`config.mk`:
```
export PLATFORM = sky130hd
export DESIGN_NAME = lcd_writer_flat
export DESIGN_NICKNAME = d
export VERILOG_FILES = /design/src/rtl/lcd_writer_if.sv /design/src/rtl/lcd_writer.sv /design/src/flat_wrapper.sv
export SDC_FILE = /design/constraint.sdc
export NUM_CORES = 1
export LEC_CHECK = 0
export ABC_AREA = 1
export CORE_MARGIN = 2
export CORE_UTILIZATION = 54
export CTS_BUF_LIST = sky130_fd_sc_hd__clkbuf_8
export DETAILED_ROUTE_END_ITERATION = 10
export HOLD_SLACK_MARGIN = 0.08
export PLACE_DENSITY = 0.83
export SYNTH_ARGS = -nofsm -noshare
export SYNTH_HDL_FRONTEND = slang
export SYNTH_SLANG_ARGS = --single-unit
```
`constraint.sdc`:
```
create_clock -name clk -period 1.54 [get_ports clk]
set_input_delay 0.308 -clock clk [delete_from_list [all_inputs] [get_ports clk]]
set_output_delay 0.308 -clock clk [all_outputs]
set_load 0.05 [all_outputs]
```
`src/rtl/lcd_writer_if.sv`:
```
// Signal bundle between the LCD writer, the upstream character formatter and the HD44780 pins.
interface lcd_writer_if;
    logic [7:0] char_in;
    logic [4:0] index;
    logic       lcd_e;
    logic       lcd_rs;
    logic       lcd_rw;
    logic [7:0] lcd_data;
    logic       frame_done;

    modport master (
        input  char_in,
        output index, lcd_e, lcd_rs, lcd_rw, lcd_data, frame_done
    );

    modport slave (
        output char_in,
        input  index, lcd_e, lcd_rs, lcd_rw, lcd_data, frame_done
    );
endinterface

```
`src/rtl/lcd_writer.sv`:
```
// HD44780 2x16 refresh engine: power-up wait, init commands, then continuously
// rewrites both lines from the formatter, one bus write per step of TICK_DIV clocks.
module lcd_writer #(
    parameter int TICK_DIV      = 50000,
    parameter int POWERUP_STEPS = 40,
    parameter int CLEAR_STEPS   = 2
) (
    input  logic          clk,
    input  logic          rst,
    lcd_writer_if.master  bus
);
    localparam int PW = (TICK_DIV > 1) ? $clog2(TICK_DIV) : 1;
    localparam logic [PW-1:0] PCNT_LAST = PW'(TICK_DIV - 1);
    localparam logic [PW-1:0] PCNT_HALF = PW'(TICK_DIV / 2);
    localparam logic [15:0]   PWR_LAST  = 16'(POWERUP_STEPS - 1);
    localparam logic [15:0]   CLR_LAST  = 16'(CLEAR_STEPS - 1);
    localparam logic [15:0]   INIT_LAST = 16'd3;
    localparam logic [15:0]   LINE_LAST = 16'd15;

    typedef enum logic [2:0] {
        PWR_WAIT = 3'd0,
        INIT     = 3'd1,
        CLR_WAIT = 3'd2,
        ADDR1    = 3'd3,
        DATA1    = 3'd4,
        ADDR2    = 3'd5,
        DATA2    = 3'd6
    } state_t;

    // Function set 8-bit/2-line, display on, entry increment, clear.
    function automatic logic [7:0] init_cmd(input logic [1:0] n);
        case (n)
            2'd0:    init_cmd = 8'h38;
            2'd1:    init_cmd = 8'h0C;
            2'd2:    init_cmd = 8'h06;
            2'd3:    init_cmd = 8'h01;
            default: init_cmd = 8'h01;
        endcase
    endfunction

    state_t        state_r, state_next_s;
    logic [PW-1:0] pcnt_r, pcnt_next_s;
    logic [15:0]   scnt_r, scnt_next_s;
    logic [4:0]    index_r, index_next_s;
    logic          rs_r, rs_next_s;
    logic [7:0]    data_r, data_next_s;
    logic          lcd_e_r, lcd_e_next_s;
    logic          frame_done_r, frame_done_next_s;
    logic          boundary_s;
    logic          write_state_s;

    // Step timer, strobe shaping and the step-boundary sequencer.
    always_comb begin
        state_next_s      = state_r;
        scnt_next_s       = scnt_r;
        index_next_s      = index_r;
        rs_next_s         = rs_r;
        data_next_s       = data_r;
        frame_done_next_s = 1'b0;
        boundary_s        = (pcnt_r == PCNT_LAST);
        pcnt_next_s       = boundary_s ? {PW{1'b0}} : pcnt_r + PW'(1'b1);

        case (state_r)
            INIT, ADDR1, DATA1, ADDR2, DATA2: write_state_s = 1'b1;
            default:                          write_state_s = 1'b0;
        endcase
        // Strobe is high for the cycles where pcnt will be 1..TICK_DIV/2.
        lcd_e_next_s = write_state_s && (pcnt_r < PCNT_HALF);

        if (boundary_s) begin
            case (state_r)
                PWR_WAIT: begin
                    if (scnt_r == PWR_LAST) begin
                        state_next_s = INIT;
                        scnt_next_s  = 16'd0;
                        rs_next_s    = 1'b0;
                        data_next_s  = init_cmd(2'd0);
                    end else begin
                        scnt_next_s  = scnt_r + 16'd1;
                    end
                end
                INIT: begin
                    if (scnt_r == INIT_LAST) begin
                        state_next_s = CLR_WAIT;
                        scnt_next_s  = 16'd0;
                    end else begin
                        scnt_next_s  = scnt_r + 16'd1;
                        data_next_s  = init_cmd(scnt_next_s[1:0]);
                    end
                end
                CLR_WAIT: begin
                    if (scnt_r == CLR_LAST) begin
                        state_next_s = ADDR1;
                        scnt_next_s  = 16'd0;
                        rs_next_s    = 1'b0;
                        data_next_s  = 8'h80;
                        index_next_s = 5'd0;
                    end else begin
                        scnt_next_s  = scnt_r + 16'd1;
                    end
                end
                ADDR1, ADDR2: begin
                    state_next_s = (state_r == ADDR1) ? DATA1 : DATA2;
                    scnt_next_s  = 16'd0;
                    rs_next_s    = 1'b1;
                    data_next_s  = bus.char_in;
                    index_next_s = index_r + 5'd1;
                end
                DATA1: begin
                    if (scnt_r == LINE_LAST) begin
                        state_next_s = ADDR2;
                        scnt_next_s  = 16'd0;
                        rs_next_s    = 1'b0;
                        data_next_s  = 8'hC0;
                        index_next_s = 5'd16;
                    end else begin
                        scnt_next_s  = scnt_r + 16'd1;
                        data_next_s  = bus.char_in;
                        index_next_s = index_r + 5'd1;
                    end
                end
                DATA2: begin
                    if (scnt_r == LINE_LAST) begin
                        state_next_s      = ADDR1;
                        scnt_next_s       = 16'd0;
                        rs_next_s         = 1'b0;
                        data_next_s       = 8'h80;
                        index_next_s      = 5'd0;
                        frame_done_next_s = 1'b1;
                    end else begin
                        scnt_next_s  = scnt_r + 16'd1;
                        data_next_s  = bus.char_in;
                        index_next_s = index_r + 5'd1;
                    end
                end
                default: begin
                    state_next_s = PWR_WAIT;
                    scnt_next_s  = 16'd0;
                end
            endcase
        end else begin
            state_next_s = state_r;
        end
    end

    // State and output registers with synchronous reset.
    always_ff @(posedge clk) begin
        if (rst) begin
            state_r      <= PWR_WAIT;
            pcnt_r       <= {PW{1'b0}};
            scnt_r       <= 16'd0;
            index_r      <= 5'd0;
            rs_r         <= 1'b0;
            data_r       <= 8'h00;
            lcd_e_r      <= 1'b0;
            frame_done_r <= 1'b0;
        end else begin
            state_r      <= state_next_s;
            pcnt_r       <= pcnt_next_s;
            scnt_r       <= scnt_next_s;
            index_r      <= index_next_s;
            rs_r         <= rs_next_s;
            data_r       <= data_next_s;
            lcd_e_r      <= lcd_e_next_s;
            frame_done_r <= frame_done_next_s;
        end
    end

    assign bus.index      = index_r;
    assign bus.lcd_e      = lcd_e_r;
    assign bus.lcd_rs     = rs_r;
    assign bus.lcd_rw     = 1'b0;
    assign bus.lcd_data   = data_r;
    assign bus.frame_done = frame_done_r;
endmodule

```
`src/flat_wrapper.sv`:
```
// flat-port wrapper written by rule: the top's interface ports become plain ports
module lcd_writer_flat 
#(
    parameter int TICK_DIV      = 50000,
    parameter int POWERUP_STEPS = 40,
    parameter int CLEAR_STEPS   = 2
)
  (clk, rst, bus_char_in, bus_index, bus_lcd_e, bus_lcd_rs, bus_lcd_rw, bus_lcd_data, bus_frame_done);
  lcd_writer_if bus_i ();
  input  logic clk;
  input  logic rst;
  input wire logic [$bits(bus_i.char_in)-1:0] bus_char_in;
  output wire logic [$bits(bus_i.index)-1:0] bus_index;
  output wire logic [$bits(bus_i.lcd_e)-1:0] bus_lcd_e;
  output wire logic [$bits(bus_i.lcd_rs)-1:0] bus_lcd_rs;
  output wire logic [$bits(bus_i.lcd_rw)-1:0] bus_lcd_rw;
  output wire logic [$bits(bus_i.lcd_data)-1:0] bus_lcd_data;
  output wire logic [$bits(bus_i.frame_done)-1:0] bus_frame_done;
  assign bus_i.char_in = bus_char_in;
  assign bus_index = bus_i.index;
  assign bus_lcd_e = bus_i.lcd_e;
  assign bus_lcd_rs = bus_i.lcd_rs;
  assign bus_lcd_rw = bus_i.lcd_rw;
  assign bus_lcd_data = bus_i.lcd_data;
  assign bus_frame_done = bus_i.frame_done;
  lcd_writer #(.TICK_DIV(TICK_DIV), .POWERUP_STEPS(POWERUP_STEPS), .CLEAR_STEPS(CLEAR_STEPS)) u_core (.clk(clk), .rst(rst), .bus(bus_i));
endmodule
```
# After elaboration in Yosys (flattened, before gate mapping)
# Cells that the tools add are included.
# W data, S select, Z words.
# totals
reg_bits,51
input_bits,10
out_inout_bits,17
word_cells,79
# classes
addsub,3
magnitude_cmp,1
n_eq_ne,21
muxes,29
bitwise,2
reduce_logical,15
# op_table
operator,count
$mux W16,4
$pmux W16 S4,1
$pmux W8 S6,1
$mux W8,5
$add A16 B1 Y16 const B,2
$pmux W8 S4,1
$pmux W5 S4,1
$pmux W3 S6,1
$eq A16 B1 Y1 const B,1
$eq A16 B16 Y1 const B,1
$eq A16 B2 Y1 const B,1
$eq A16 B4 Y1 const B,1
$eq A16 B6 Y1 const B,1
$lt A16 B15 Y1 const B,1
$mux W3,5
$mux W5,3
$ne A2 B1 Y1 const B,6
$reduce_and A5 Y1,2
$eq A3 B3 Y1 const B,3
$reduce_bool A4 Y1,2
$eq A3 B2 Y1 const B,2
$reduce_and A6 Y1,1
$reduce_bool A6 Y1,1
$reduce_or A2 Y1,3
other kinds (15),21

# Longest topological paths before layout
# Gate-level depths: netlist (run 1).
# depth
depth_word,5
ltp_mapped,13
mapped_depth_nobuf,13

# Worst setup path after synthesis (run 1)
# Ideal clock, no wire load.
# synth_timing
path_kind,register -> register
startpoint,"register u_core.index_r[0], in the netlist u_core.bus.index[0]"
endpoint,"register u_core.index_r[4], in the netlist u_core.bus.index[4]"
setup_ns,0.070
arrival_ns,1.615
required_ns,1.470
path_slack_ns,-0.145
path_stages_with_launch,10
path_buffers,0
synth_period_minus_slack_ns,1.685
cell_sequence,dfxtp_1 -> ha_1 -> nand3_1 -> xnor2_1 -> inv_1 -> nand2_1 -> nand2_1 -> nand3_1 -> nand2_1 -> a21oi_1
# synth_via
elab_chain_cells,3
elab_cells_between_ends,4
cone_classes,add/sub (1); mux (3)
# synth_rtl
item,line_no,source
start: declaration,lcd_writer.sv:44,"logic [4:0] index_r, index_next_s;"
start signal: assignment,lcd_writer.sv:161,index_r <= index_next_s;
$add A5 B1 Y5 *,"lcd_writer.sv:107, lcd_writer.sv:119, lcd_writer.sv:133",
$mux W5 (on tied branches),"lcd_writer.sv:123, lcd_writer.sv:110",
$pmux W5 S4 *,lcd_writer.sv:71,case (state_r)
# Every way passes the cells marked *; elsewhere a longest branch is shown, timed or not.
# A chain may end at the register's enable or synchronous reset.

# Final worst setup path (run 1)
# layout_timing
startpoint,register u_core.scnt_r[0]
endpoint,register u_core.state_r[2]
# layout_via
elab_chain_cells,3
elab_cells_between_ends,10
cone_classes,eq/ne (9); reduce/logical (1)
# layout_rtl
item,line_no,source
start: declaration,lcd_writer.sv:43,"logic [15:0] scnt_r, scnt_next_s;"
start signal: assignment,lcd_writer.sv:160,scnt_r <= scnt_next_s;
$eq A16 B4 Y1 (tied with other cells),"lcd_writer.sv:110, lcd_writer.sv:123",
$ne A2 B1 Y1 (no source line),-,
$reduce_and A6 Y1 (no source line) *,-,
end signal: assignment,lcd_writer.sv:158,state_r <= state_next_s;
end: declaration,lcd_writer.sv:41,"state_t state_r, state_next_s;"
# Marked as above.

==> results of run 1 <==
## synthesized netlist by cell type, types with 3 or more instances
library cell / count / area, sq um
xnor2_1: 4 / 35.0
dfxtp_1: 51 / 1020
nor2_1: 64 / 240
inv_2: 5 / 18.8
nor2_4: 4 / 45.0
nand2_2: 10 / 62.6
nor2_2: 7 / 43.8
o21ai_0: 19 / 95.1
inv_1: 51 / 191
nand2_1: 129 / 484
xor2_1: 11 / 96.3
nor3_1: 13 / 65.1
nand4_1: 10 / 62.6
ha_1: 6 / 75.1
o211ai_1: 6 / 45.0
nand3_1: 27 / 135
a21oi_1: 25 / 125
buf_2: 3 / 15.0
nand3_2: 3 / 30.0
## routing by layer
layer / wire length [microns] / part of all wire
met5: 0 / 0
met4: 898 / 0.069
met3: 1390 / 0.11
met2: 6180 / 0.47
met1: 4580 / 0.35
## sequential cells by signal (all words and copies together) (netlist names)
register / flops
u_core.bus.frame_done: 1
u_core.bus.lcd_e: 1
u_core.scnt_r: 16
u_core.state_r: 3
u_core.bus.index: 5
u_core.bus.lcd_data: 8
u_core.bus.lcd_rs: 1
u_core.pcnt_r: 16
## power by group
part / total (mW) / switching, mW / internal [mW]
clock network: 1.06 / 0.520 / 0.536
logic: 0.118 / 0.0673 / 0.0510
registers: 1.32 / 0.00831 / 1.32
## through the flow
| stage | cell area (sq um) | utilization |
|---|---|---|
| 2_1_floorplan | 3120 | - |
| 3_3_place_gp | 4000 | 0.723 |
| 3_5_place_dp | 4000 | 0.723 |
| 4_1_cts | 4330 | 0.782 |
| 5_1_grt | 4690 | 0.846 |
| 6_report | 4690 | 0.846 |
## cell type report
type	instances	area, sq um	share of cell area
clock inverter	2	38.8	0.00828
tap	72	90.1	0.0192
clock buffer	6	82.6	0.0176
multi-input combinational	355	2210	0.472
inverter	57	231	0.0494
timing repair buffer	98	973	0.208
sequential	51	1060	0.226
## kinds of logic (layout without fill, tap and decap cells)
| logic type | Yosys count | count (layout) | share of synthesized area |
|---|---|---|---|
| buffers and inverters | 64 | 163 | 0.0825 |
| AO/OA/AOI/OAI | 54 | 54 | 0.0946 |
| AND/OR/NAND/NOR | 279 | 279 | 0.427 |
| flip-flops | 51 | 51 | 0.329 |
| other | 1 | 1 | 0.00121 |
| XOR/XNOR | 15 | 15 | 0.0423 |
| adder cells (fa/ha/maj) | 6 | 6 | 0.0242 |
## path summary, 6_finish.rpt
kind | endpoint | slack (ps) | cells after the start
worst max-delay path | u_core.state_r[2] | -430 | 11
worst min-delay path | u_core.bus.lcd_data[7] | 530 | 2
worst max register to register | u_core.state_r[2] | -430 | 11
worst min register to register | u_core.bus.lcd_data[7] | 530 | 2
## worst max-delay path, cell delays in order (launching register included)
cell	delay [ps]
dfxtp_4	440
ha_4	160
nand3_2	90
nor2_2	180
nand2_2	110
nand2_2	120
nand2_2	90
nor2_4	230
nand2_4	140
nand2_2	90
nand2_1	50
nor2_1	180
## what timing repair did
item,4_1_cts,5_1_grt
gates resized for setup,45,91
hold endpoints to repair,0,0
buffers inserted,8,9
pin swaps,20,31
gates cloned,0,0
setup endpoints to repair,48,50
==> flow_summary.yaml, run 1 <==
global_routing:
  gr-usage-met2: 0.579
  antenna_found_initial: 0
  grt_use_total: 0.342
  gr-usage-met1: 0.390
  grt_pass1_wl_mm: 16.8
  gr-usage-met3: 0.0860
  grt_pass1_vias: 3607
  grt.overflow.total: 0
  grt_max_degree: 17
  top_usage_layer: "met2"
status:
  violations: "setup timing"
  status: "complete, but fails checks"
floorplanning:
  row_count: 27
  core-area_sq_um: 5540
  die_h_microns: 79.9
  io_pins: 27
  dieArea_sq_um: 6380
  initial_core_util: 0.561
  die_w_microns: 79.9
finish:
  layout_common_cells: "nand2_1, buf_4, nor2_1, inv_1, dfxtp_1"
  layout-drive-gt1-share: 0.388
  final_common_cell: "nand2_1"
  syn_to_final_growth_pct: 50.8
  nNetsFinal: 584
  fillers: 295
  final_cells: 641
  antennaDiodeCount: 0
cts:
  postCtsHoldBufs: 0
  clk_pin_slew_worst_paths_ps: 110
  cts_sinks: 51
  cts_buffer_depth: 2
  h-tree-depth: 2
  cts_root_buf: "clkbuf_8"
  cts_buffers: 5
  clkLatencyLatePin_ps: 340
  cts_tree: "yes"
sta:
  timing.final.ws_setup_ps: -426
  setup_viol: 34
  tightestPinTransition_ps: 656
  drv_slew: 0
  finalCritPeriodShare: 1.28
  slew_headroom: 0.562
  finClkSkew_ps: 18.4
  worst_hold_slack_ps: 528
  setup-tns-final_ps: -8250
  finalHoldViolCount: 0
  rsz0062_at_grt: "true"
  fin_crit_ps: 1970
  fmaxAchievable_ghz: 0.509
synthesis:
  netlist_instances: 470
  synth_edf_count: 0
  ys.flop_type: "dfxtp_1"
  synth.ff_latch_count: 51
  yosysUniqueCellTypes: 34
  async_reset_ff_frac: 0
  ys_seq_area_frac: 0.329
  netlist_area_sq_um: 3110
  synthesis.nets: 486
  ys.warnings.count: 0
  syn_avg_cell_area_sq_um: 6.61
detailed_routing:
  routed_wirelength_mm: 13.0
  via_per_inst: 6.26
  ant_nets: 0
  route.detailed.drc: 0
  first_pass_iters: 8
  wire_per_inst_microns: 20.4
  drtIter0Drc: 619
  dr_total_vias: 4015
setup_path:
  critPathLaunch: "u_core.scnt_r[0]"
  critical_path_class: "flip-flop to flip-flop"
  arrival_ps: 2210
  start_kind: "flip-flop"
  crit_required_ps: 1790
  r2r-start: "u_core.scnt_r[0]"
  crit_path_max_fanout: 6
  critPathCaptureType: "flip-flop"
placement:
  place_hpwl_mm: 6.70
  gp_congestion: 0.926
  port_buffers: 25
  place_ws_ps: -229
  dp.cells: 616
pwr:
  leakagePower_nw: 1.97
  power.total_mw: 2.50
  p_per_area_nw_per_um2: 533
  max-vdd-ir-drop_uv: 615
job:
  max-cap-violations: 0
hold_path:
  hp-start: "u_core.bus.lcd_data[7]"
  hp-class: "flip-flop to flip-flop"
(Power assumes the default switching activity.)
==> run 2, diff against run 1 <==
--- a/config.mk
+++ b/config.mk
@@ -9,6 +9,7 @@
 export CORE_MARGIN = 2
 export CORE_UTILIZATION = 54
 export CTS_BUF_LIST = sky130_fd_sc_hd__clkbuf_8
+export CTS_CLUSTER_DIAMETER = 120
 export DETAILED_ROUTE_END_ITERATION = 10
 export HOLD_SLACK_MARGIN = 0.08
 export PLACE_DENSITY = 0.83
==> results of run 2 <==
No change in the layout: final DEF, timing and power equal those of run 1.
